<file path="config.mk">
export PLATFORM = sky130hd
export DESIGN_NAME = jtframe_romrq_arb
export DESIGN_NICKNAME = d
export VERILOG_FILES = /design/src/rtl/jtframe_romrq_arb.sv
export SDC_FILE = /design/constraint.sdc
export NUM_CORES = 1
export LEC_CHECK = 0
export ABC_CLOCK_PERIOD_IN_PS = 2500
export BUFFER_PORTS_ARGS = -buffer_cell sky130_fd_sc_hd__buf_2
export CORE_MARGIN = 4
export CORE_UTILIZATION = 48
export CTS_BUF_LIST = sky130_fd_sc_hd__clkbuf_4 sky130_fd_sc_hd__clkbuf_8
export CTS_CLUSTER_DIAMETER = 50
export CTS_CLUSTER_SIZE = 25
export DETAILED_ROUTE_END_ITERATION = 8
export PLACE_DENSITY_LB_ADDON = 0.2
export SLEW_MARGIN = 20
export SYNTH_ARGS = -nofsm -noshare
export SYNTH_HDL_FRONTEND = slang
export SYNTH_SLANG_ARGS = --single-unit
</file>
<file path="constraint.sdc">
create_clock -name clk -period 2.5 [get_ports clk]
set_input_delay 0.5 -clock clk [delete_from_list [all_inputs] [get_ports clk]]
set_output_delay 0.5 -clock clk [all_outputs]
set_load 0.01 [all_outputs]
</file>
<file path="src/rtl/jtframe_romrq_arb.sv">
// Round-robin arbiter that shares one SDRAM read port among N cached ROM requesters.
// One transaction is in flight at a time; a watchdog aborts reads the SDRAM never completes.
module jtframe_romrq_arb #(
  parameter int unsigned N   = 4,
  parameter int unsigned TOW = 8
) (
  input  logic              clk,
  input  logic              rst_n,
  input  logic [N-1:0]      slot_req,
  input  logic [22*N-1:0]   slot_addr,
  output logic [N-1:0]      slot_we,
  output logic              din_ok,
  output logic [31:0]       dout,
  output logic              sdram_req,
  output logic [21:0]       sdram_addr,
  input  logic              sdram_ack,
  input  logic              data_rdy,
  input  logic [31:0]       data_read,
  output logic              busy,
  output logic              timeout
);

  localparam int unsigned IdxW = (N > 1) ? $clog2(N) : 1;

  typedef enum logic [1:0] {StIdle, StReq, StData, StDone} state_e;

  state_e            state_q, state_d;
  logic [IdxW-1:0]   last_q, last_d;
  logic [IdxW-1:0]   winner_q, winner_d;
  logic [N-1:0]      slot_we_q, slot_we_d;
  logic              din_ok_q, din_ok_d;
  logic [31:0]       dout_q, dout_d;
  logic              sdram_req_q, sdram_req_d;
  logic [21:0]       sdram_addr_q, sdram_addr_d;
  logic              timeout_q, timeout_d;
  logic [TOW-1:0]    wdog_q, wdog_d;

  logic              pick_found;
  logic [IdxW-1:0]   pick_idx;
  logic [IdxW-1:0]   cand_idx;
  logic [21:0]       pick_addr;
  logic [TOW-1:0]    wdog_inc;
  logic              wdog_expire;

  // Search starts one past the last served slot, so the last winner has lowest priority.
  always_comb begin
    pick_found = 1'b0;
    pick_idx   = '0;
    cand_idx   = '0;
    for (int unsigned i = 1; i <= N; i++) begin
      cand_idx = IdxW'((32'(last_q) + i) % N);
      if (!pick_found && slot_req[cand_idx]) begin
        pick_found = 1'b1;
        pick_idx   = cand_idx;
      end
    end
  end

  always_comb begin
    pick_addr = '0;
    for (int unsigned k = 0; k < N; k++) begin
      if (pick_idx == IdxW'(k)) begin
        pick_addr = slot_addr[22*k +: 22];
      end
    end
  end

  assign wdog_inc    = wdog_q + 1'b1;
  assign wdog_expire = (wdog_inc == {TOW{1'b1}});

  always_comb begin
    state_d      = state_q;
    last_d       = last_q;
    winner_d     = winner_q;
    slot_we_d    = slot_we_q;
    din_ok_d     = 1'b0;
    dout_d       = dout_q;
    sdram_req_d  = sdram_req_q;
    sdram_addr_d = sdram_addr_q;
    timeout_d    = 1'b0;
    wdog_d       = wdog_q;

    case (state_q)
      StIdle: begin
        if (pick_found) begin
          slot_we_d    = N'(1) << pick_idx;
          sdram_addr_d = pick_addr;
          sdram_req_d  = 1'b1;
          winner_d     = pick_idx;
          wdog_d       = '0;
          state_d      = StReq;
        end
      end
      StReq: begin
        // Ack and data in the same cycle go straight to data delivery.
        if (sdram_ack && data_rdy) begin
          sdram_req_d = 1'b0;
          dout_d      = data_read;
          din_ok_d    = 1'b1;
          state_d     = StDone;
        end else if (wdog_expire) begin
          sdram_req_d = 1'b0;
          slot_we_d   = '0;
          timeout_d   = 1'b1;
          last_d      = winner_q;
          state_d     = StIdle;
        end else begin
          wdog_d = wdog_inc;
          if (sdram_ack) begin
            sdram_req_d = 1'b0;
            state_d     = StData;
          end
        end
      end
      StData: begin
        if (data_rdy) begin
          dout_d   = data_read;
          din_ok_d = 1'b1;
          state_d  = StDone;
        end else if (wdog_expire) begin
          slot_we_d = '0;
          timeout_d = 1'b1;
          last_d    = winner_q;
          state_d   = StIdle;
        end else begin
          wdog_d = wdog_inc;
        end
      end
      StDone: begin
        slot_we_d = '0;
        last_d    = winner_q;
        state_d   = StIdle;
      end
      default: state_d = StIdle;
    endcase
  end

  always_ff @(posedge clk or negedge rst_n) begin
    if (!rst_n) begin
      state_q      <= StIdle;
      last_q       <= IdxW'(N - 1);
      winner_q     <= '0;
      slot_we_q    <= '0;
      din_ok_q     <= 1'b0;
      dout_q       <= '0;
      sdram_req_q  <= 1'b0;
      sdram_addr_q <= '0;
      timeout_q    <= 1'b0;
      wdog_q       <= '0;
    end else begin
      state_q      <= state_d;
      last_q       <= last_d;
      winner_q     <= winner_d;
      slot_we_q    <= slot_we_d;
      din_ok_q     <= din_ok_d;
      dout_q       <= dout_d;
      sdram_req_q  <= sdram_req_d;
      sdram_addr_q <= sdram_addr_d;
      timeout_q    <= timeout_d;
      wdog_q       <= wdog_d;
    end
  end

  assign slot_we    = slot_we_q;
  assign din_ok     = din_ok_q;
  assign dout       = dout_q;
  assign sdram_req  = sdram_req_q;
  assign sdram_addr = sdram_addr_q;
  assign timeout    = timeout_q;
  assign busy       = (state_q != StIdle);

endmodule

</file>
==> results of run 1 <==
-- layer usage --
| layer | track usage, % | part of all wire, % |
|---|---|---|
| met3 | 7.90 | 9.8 |
| met1 | 24.5 | 40 |
| met2 | 35.7 | 49 |
| met4 | 5.86 | 1.4 |
| met5 | 0 | 0 |
-- registers in the layout (all words and copies together) (netlist names) --
name	cells
dout	32
sdram_addr	22
wdog_q	8
slot_we	4
last_q	2
state_q	2
winner_q	2
din_ok	1
sdram_req	1
timeout	1
-- critical path: cells and delay by family (launching register included) --
family	cells	cell delay, ns
AOI/OAI and AO/OA	2	0.63
adders and majority gates	1	0.22
DFF	1	0.43
and+or+nand+nor	3	0.66
muxes	1	0.30
-- area by class of cell --
type	instances	area share, %
Multi-Input combinational cell	230	36.0
Sequential cell	75	35.9
Timing Repair Buffer	198	19.6
Clock buffer	10	2.63
Clock inverter	6	2.61
Tap cell	102	2.44
Inverter	11	0.789
-- synth_stat cells (2+ instances only) --
library cell,number
dfrtp_1,73
mux2i_1,40
nand2_1,38
mux2_2,37
o221ai_1,17
inv_1,11
a21oi_1,10
clkbuf_1,9
nor2_1,9
o21ai_0,9
a31oi_1,8
ha_1,7
nand2b_1,7
o22ai_1,6
a21o_1,4
buf_2,4
mux2_1,4
mux2_4,4
nand3_1,3
and2_1,2
dfstp_2,2
nor2b_1,2
o21ai_1,2
or3_4,2
xor2_1,2
-- cells by family (layout without fill, tap and decap cells) --
logic type,Yosys count,count (layout),synth area share [%]
flops,75,75,48.8
xor+xnor,2,2,0.455
simple gates,70,70,8.90
compound gates,66,66,12.8
fa+ha+maj,7,7,2.27
buf+inv,26,225,2.86
mux,85,85,23.9
-- where the power goes --
group / total, mW / switching [mW] / internal (mW)
clock: 1.24 / 0.447 / 0.793
sequential: 2.12 / 0.332 / 1.79
combinational: 2.91 / 1.54 / 1.37
-- worst paths after layout --
kind | to | cells after the start
worst max register to register | slot_we[1] | 7
min in group clk | dout[24] | 2
worst max-delay path | slot_we[1] | 7
worst min-delay path | slot_we[2] | 1
max in group asynchronous | wdog_q[2] | 1
worst min register to register | winner_q[0] | 2
-- through the flow --
step	area (um2)	utilization, %	cells	setup slack, ns	hold WS (ns)
after global routing	5240	67.4	632	0.0271	0.363
after CTS	5230	67.3	632	0.00276	0.337
after floorplan	3850	-	331	0.320	0.204
after global placement	4950	63.8	616	0.163	0.466
after detailed placement	4950	63.8	616	0.0626	0.469
final	5240	67.4	632	0.166	0.293
-- timing repair --
action                     CTS  global route
setup endpoints to repair    0            15
hold buffers                 0             0
resized for setup            0             2
==> flow_metrics.py, run 1 <==
metrics = {
    "synthesis": {
        "synth_ff_type": "dfrtp_1",
        "async_flop_share_pct": 100,
        "synth.avg_cell_area_um2": 11.6,
        "yosys_warnings": 0,
        "synthTopCellsByArea": "dfrtp_1 47%, mux2_2 11%, mux2i_1 10%",
        "yosysSeqAreaShare_pct": 48.8,
        "syn-num-nets": 466,
        "synth_cells": 331,
        "yosysTopAreaCellShare_pct": 47.4,
        "synth.distinct_cells": 44,
        "syn_area_um2": 3850,
        "synth_edf_count": 0,
        "synth_top_area_cell": "dfrtp_1",
        "ys_ff_latch": 75,
    },
    "power_and_ir_drop": {
        "power_density_nw_per_um2": 1200,
        "power.total_mw": 6.27,
        "irDropWorstVdd_mv": 0.704,
        "leakagePower_nw": 2.69,
    },
    "placed_design": {
        "post-dp-hpwl_mm": 7.65,
        "gp_congestion": 0.889,
        "numPortBuffers": 189,
    },
    "route": {
        "avgRoutedWirePerCell_um": 15.8,
        "drt_wl_total_mm": 9.98,
        "dr_total_vias": 3342,
        "drc": 0,
        "dr.pass1.iters": 4,
        "drtIter0Drc": 96,
        "via_per_inst": 5.29,
        "drtAntennaViolNets": 0,
    },
    "sta": {
        "fin_crit_sh_pct": 93.3,
        "slew_headroom_pct": 38.2,
        "fin_skew_ns": 0.0102,
        "report.final.hold_viol_count": 0,
        "fmax_mhz": 429,
        "setup_tns_ns": 0,
        "setup_viol_count_final": 0,
        "rsz0062_at_grt": "false",
        "tightest_slew_ns": 0.927,
        "drv_slew": 0,
        "period_needed_ns": 2.33,
    },
    "floorplanning": {
        "start_util_pct": 49.6,
        "dieArea_um2": 9520,
        "die_y_um": 97.6,
        "die_w_um": 97.6,
        "rows": 32,
        "core_um2": 7770,
        "io_pins": 190,
    },
    "finish": {
        "regArea_um2": 1880,
        "final_common_cell": "buf_2",
        "fin_nets": 660,
        "drive_gt1_share_pct": 50.8,
        "insertedDiodeCount": 0,
        "multi_input_comb_area_um2": 1880,
        "final_cell_mix": "188 x buf_2, 73 x dfrtp_1, 40 x mux2i_1",
        "area_growth_pct": 35.9,
        "fillCellCount": 612,
    },
    "min_path": {
        "hold_path.class": "in2async",
    },
    "clock_network": {
        "clk_latency_ns": 0.34,
        "htreeDepth": 3,
        "post-cts-setup-buffer-count": 0,
        "cts_tree": "built",
        "cts.clk_slew.worst_paths_ns": 0.08,
        "cts.sinks": 75,
        "clk_path_buf_depth": 2,
        "cts_buffers": 9,
        "cts_root_buf": "clkbuf_8",
    },
    "critical_path": {
        "crit_start": "wdog_q[1]",
        "path_cells": "ha_1, nand3_1, or3_4, a211oi_4, nand3_4, a21o_4, mux2_4",
        "arrival_ns": 2.56,
        "start_kind": "register",
        "critical_path_class": "reg2reg",
        "slowest_delay_ns": 0.43,
        "slowest_stage": "dfrtp_1",
        "r2r-start": "wdog_q[1]",
        "critPathCaptureType": "register",
        "rrSetupSlack_ns": 0.17,
        "required_ns": 2.72,
        "crit_path_max_fanout": 5,
    },
    "grt": {
        "antenna_found_initial": 0,
        "overflow": 0,
        "grt_max_degree": 76,
        "grt_pass1_vias": 3475,
        "grt.total_usage_pct": 20.9,
        "grt_pass1_wl_mm": 16.4,
    },
    "status": {
        "status": "finished clean",
    },
    "flow_run": {
        "drv_cap": 0,
    },
}
Power figures use the tool's default switching activity.
==> run 2: changes to the inputs <==
ABC_CLOCK_PERIOD_IN_PS = 2540   (was 2500)
clock period = 2.54 ns   (was 2.5 ns; I/O delays follow)
==> run 2 against run 1 <==
Count of clock-buffer cells in the layout fell by 1. Clock skew decreased by 0.0022 ns. Register-to-register slack improved by 0.07 ns. Clock power is 25% lower. Sequential share of layout area is 0.32 points higher. Final cell count up 0.32%. Worst hold slack worse by 0.13 ns. Die area stayed put. Critical path type unchanged.
==> flow_metrics.py, run 2 (synthesized netlist as in run 1, its figures left out) <==
metrics = {
    "clock_network": {
        "ctsResizeCount": 0,
        "clk_latency_ns": 0.34,
        "cts.sinks": 75,
        "cts.clk_slew.worst_paths_ns": 0.08,
        "htreeDepth": 3,
        "cts_hold_buffers": 0,
        "cts_buffers": 9,
        "cts_tree": "built",
        "cts_root_buf": "clkbuf_8",
        "post-cts-setup-buffer-count": 0,
        "clk_path_buf_depth": 2,
    },
    "route": {
        "drc": 0,
        "drtIter0Drc": 92,
        "drtAntennaViolNets": 0,
        "avgRoutedWirePerCell_um": 15.6,
        "drt_wl_total_mm": 9.90,
        "dr.pass1.iters": 7,
        "via_per_inst": 5.23,
        "dr_total_vias": 3317,
    },
    "sta": {
        "setup_tns_ns": 0,
        "fin_skew_ns": 0.00804,
        "rsz0062_at_grt": "false",
        "fin_crit_sh_pct": 90.8,
        "fmax_mhz": 433,
        "slew_headroom_pct": 61.4,
        "drv_slew": 0,
        "tightest_slew_ns": 0.578,
        "setup_viol_count_final": 0,
        "report.final.hold_viol_count": 0,
        "period_needed_ns": 2.31,
    },
    "critical_path": {
        "path_cells": "ha_1, nand3_1, or3_4, a211oi_4, nand3_4, a21o_4, mux2_4",
        "rrSetupSlack_ns": 0.23,
        "critPathCapture": "slot_we[2]",
        "crit_path_max_fanout": 5,
        "critical_path_class": "reg2reg",
        "slowest_stage": "dfrtp_1",
        "reg2regPathDepth": 7,
        "crit_start": "wdog_q[1]",
        "arrival_ns": 2.53,
        "start_kind": "register",
        "r2r-end": "slot_we[2]",
        "required_ns": 2.76,
        "slowest_delay_ns": 0.42,
        "r2r-start": "wdog_q[1]",
        "critPathCaptureType": "register",
    },
    "finish": {
        "fin_nets": 662,
        "largest_reg_flops": 32,
        "final_cell_mix": "188 x buf_2, 73 x dfrtp_1, 40 x mux2i_1",
        "drive_gt1_share_pct": 50.6,
        "area_growth_pct": 34.7,
        "final_common_cell": "buf_2",
        "insertedDiodeCount": 0,
    },
    "power_and_ir_drop": {
        "power_density_nw_per_um2": 1130,
        "power.total_mw": 5.88,
        "p_sw_share_pct": 39.0,
        "clkPwrFrac_pct": 15.8,
        "combPwrFrac_pct": 48.7,
        "irDropWorstVdd_mv": 0.635,
        "pwr-share-seq_pct": 35.5,
        "netSwitchingPower_mw": 2.29,
        "leakagePower_nw": 2.67,
        "p_int_mw": 3.59,
    },
    "floorplanning": {
        "io_pins": 190,
        "die_w_um": 97.6,
        "core_um2": 7770,
        "die_y_um": 97.6,
        "dieArea_um2": 9520,
        "rows": 32,
        "start_util_pct": 49.6,
    },
    "flow_run": {
        "drv_cap": 0,
    },
    "grt": {
        "overflow": 0,
        "grt_pass1_vias": 3573,
        "grt.total_usage_pct": 21.1,
        "antenna_found_initial": 0,
        "grt_max_degree": 47,
        "grt_pass1_wl_mm": 16.7,
    },
    "placed_design": {
        "gp_congestion": 0.886,
        "post-dp-hpwl_mm": 7.90,
        "numPortBuffers": 189,
    },
    "status": {
        "status": "finished clean",
    },
    "min_path": {
        "hold_path.class": "in2async",
    },
}
## run 2: how the worst min path moves through the flow
stage / from / to / slack [ns] / depth (start not counted)
2_1_floorplan: rst_n / din_ok / 0.21 / 0
3_3_place_gp: sdram_addr[8] / sdram_addr[8] / 0.47 / 2
3_5_place_dp: sdram_addr[2] / sdram_addr[2] / 0.47 / 2
4_1_cts: rst_n / slot_we[3] / 0.17 / 1
5_1_grt: rst_n / slot_we[3] / 0.20 / 1
6_report: rst_n / slot_we[3] / 0.16 / 1
## run 2: routing by layer
| metal | GRT usage, % | vias up | wire, um |
|---|---|---|---|
| met2 | 36.6 | 149 | 4880 |
| li1 | - | 1598 | - |
| met1 | 25.1 | 1557 | 3980 |
| met3 | 6.25 | 13 | 907 |
| met4 | 6.71 | 0 | 138 |
| met5 | 0 | - | 0 |
## run 2: power groups by stage
stage               registers (mW)  logic [mW]  clock network (mW)
floorplan                     2.28        1.64                   0
global placement              2.08        2.83                   0
detailed placement            2.11        2.91                   0
CTS                           2.09        2.91               0.964
global route                  2.17        3.16                1.02
finish                        2.09        2.87               0.927
## run 2: layout make-up
cell class	instances	area, um2
Inverter	11	41.3
Clock buffer	9	124
Sequential cell	75	1880
Multi-Input combinational cell	230	1880
Tap cell	102	128
Timing Repair Buffer	200	1060
Fill cell	630	2580
Clock inverter	7	82.6
## run 2: metrics by stage
stage	utilization, %	cell area [um2]	setup WS (ns)	hold slack, ns	cells
floorplan	-	3850	0.360	0.212	331
global placement	64.1	4980	0.282	0.466	618
detailed placement	64.1	4980	0.232	0.469	618
CTS	66.8	5190	0.220	0.174	634
global route	66.8	5190	0.0337	0.201	634
finish	66.8	5190	0.233	0.159	634
## run 2: critical path, delay by kind of cell, from the launching register on
family	cells	cell delay (ns)
simple gates	3	0.65
fa+ha+maj	1	0.21
mux	1	0.30
flops	1	0.42
compound gates	2	0.62
==> run 3: changes to the inputs <==
==> constraint.sdc (replaced) <==
create_clock -name clk -period 2.54 [get_ports clk]
set_input_delay 0.381 -clock clk [delete_from_list [all_inputs] [get_ports clk]]
set_output_delay 0.381 -clock clk [all_outputs]
set_load 0.01 [all_outputs]
==> run 3 against run 2 <==
Flip-flop and latch count unchanged. Via count down 0.36%. Core utilization is 0.19 points higher.
==> flow_metrics.py, run 3 (synthesized netlist as in run 1, its figures left out) <==
metrics = {
    "status": {
        "status": "finished clean",
    },
    "power_and_ir_drop": {
        "irDropWorstVdd_mv": 0.714,
        "power.total_mw": 6.03,
        "leakagePower_nw": 2.68,
        "power_density_nw_per_um2": 1160,
    },
    "finish": {
        "final_cell_mix": "188 x buf_2, 73 x dfrtp_1, 40 x mux2i_1",
        "final_cell_count_no_fill": 632,
        "regArea_um2": 1880,
        "largest_reg_flops": 32,
        "insertedDiodeCount": 0,
        "fillCellCount": 616,
        "final_common_cell": "buf_2",
        "drive_gt1_share_pct": 50.4,
        "multi_input_comb_area_um2": 1880,
        "area_growth_pct": 35.1,
        "fin_nets": 661,
    },
    "grt": {
        "grt_max_degree": 76,
        "antenna_found_initial": 0,
        "grt_pass1_vias": 3434,
        "grt_pass1_wl_mm": 16.4,
        "overflow": 0,
        "grt.total_usage_pct": 21.1,
    },
    "sta": {
        "setup_tns_ns": 0,
        "setup_viol_count_final": 0,
        "fmax_mhz": 436,
        "period_needed_ns": 2.30,
        "rsz0062_at_grt": "false",
        "drv_slew": 0,
        "report.final.hold_viol_count": 0,
        "slew_headroom_pct": 38.0,
        "fin_ws_ns": 0.244,
        "tightest_slew_ns": 0.930,
        "fin_skew_ns": 0.00953,
        "fin_crit_sh_pct": 90.4,
        "holdWs_ns": 0.165,
    },
    "clock_network": {
        "cts_hold_buffers": 0,
        "clk_path_buf_depth": 2,
        "cts_root_buf": "clkbuf_8",
        "cts_buffers": 9,
        "cts_tree": "built",
        "ctsResizeCount": 0,
        "htreeDepth": 3,
        "cts.clk_slew.worst_paths_ns": 0.08,
        "cts.sinks": 75,
        "post-cts-setup-buffer-count": 0,
        "clk_latency_ns": 0.34,
    },
    "flow_run": {
        "drv_cap": 0,
    },
    "critical_path": {
        "crit_buf_inv": 0,
        "start_kind": "register",
        "slowest_stage": "dfrtp_1",
        "crit_path_max_fanout": 6,
        "critPathCaptureType": "register",
        "path_cells": "ha_1, nand3_1, or3_4, a211oi_4, nand3_4, a21o_4, mux2_4",
        "slowest_delay_ns": 0.42,
        "crit_cells": 7,
        "crit_family": "simple AND/OR/NAND/NOR gates",
        "critical_path_class": "reg2reg",
        "required_ns": 2.77,
        "reg2regPathDepth": 7,
        "arrival_ns": 2.53,
    },
    "route": {
        "dr_total_vias": 3305,
        "dr.pass1.iters": 4,
        "via_per_inst": 5.23,
        "avgRoutedWirePerCell_um": 15.8,
        "drc": 0,
        "drt_wl_total_mm": 9.96,
        "drtIter0Drc": 74,
        "drtAntennaViolNets": 0,
    },
    "placed_design": {
        "gp_congestion": 0.888,
        "post-dp-hpwl_mm": 7.80,
        "place_ws_ns": 0.232,
        "dp.cells": 617,
        "numPortBuffers": 189,
    },
    "floorplanning": {
        "core_um2": 7770,
        "die_w_um": 97.6,
        "io_pins": 190,
        "start_util_pct": 49.6,
        "die_y_um": 97.6,
        "rows": 32,
        "dieArea_um2": 9520,
    },
    "min_path": {
        "hold_path.class": "in2async",
    },
}
## run 3: cell count changes in the layout (fill, tap and decap cells not counted), sizes merged
cell | previous run | this run
bufinv | 1 | 3
buf | 200 | 199
clkinv | 1 | 3
inv | 14 | 11
clkinvlp | 2 | 0
## run 3: area by class of cell
cell class / count / area share (%)
tap: 102 / 2.45
clock inverter: 6 / 2.02
timing repair buffer: 199 / 20.1
inverter: 11 / 0.793
multi-input combinational: 230 / 36.1
sequential: 75 / 36.1
clock buffer: 9 / 2.38
## run 3: metal layers
metal	track usage [%]	share of wire [%]	vias to the layer above	wire [um]
li1	-	-	1595	-
met1	24.3	39	1564	3880
met2	35.7	49	131	4910
met3	8.83	9.9	15	987
met5	0	0	-	0
met4	6.71	1.7	0	172
## run 3: final timing paths
path                          startpoint          end  slack (ns)
setup / recovery               wdog_q[0]   slot_we[2]        0.24
hold / removal                     rst_n   slot_we[2]        0.16
setup reg to reg               wdog_q[0]   slot_we[2]        0.24
hold reg to reg              winner_q[1]  winner_q[1]        0.49
max in group asynchronous          rst_n    wdog_q[2]        1.76
min in group clk           data_read[13]     dout[13]        0.27
## run 3: metrics by stage
step / instance area, um2 / utilization (%)
final: 5200 / 67.0
after detailed placement: 4970 / 64.0
after global routing: 5200 / 67.0
after CTS: 5200 / 67.0
after floorplan: 3850 / -
after global placement: 4970 / 64.0
## run 3: power breakdown
part | internal [mW] | switching, mW | total (mW)
logic | 1.38 | 1.50 | 2.88
clock network | 0.642 | 0.421 | 1.06
registers | 1.76 | 0.325 | 2.09
total | 3.78 | 2.25 | 6.03
## run 3: worst reg2reg max path: stages (launching register included)
cell and delay, ns:
dfrtp_1 0.42, ha_1 0.21, nand3_1 0.12, or3_4 0.41
a211oi_4 0.35, nand3_4 0.12, a21o_4 0.27, mux2_4 0.30
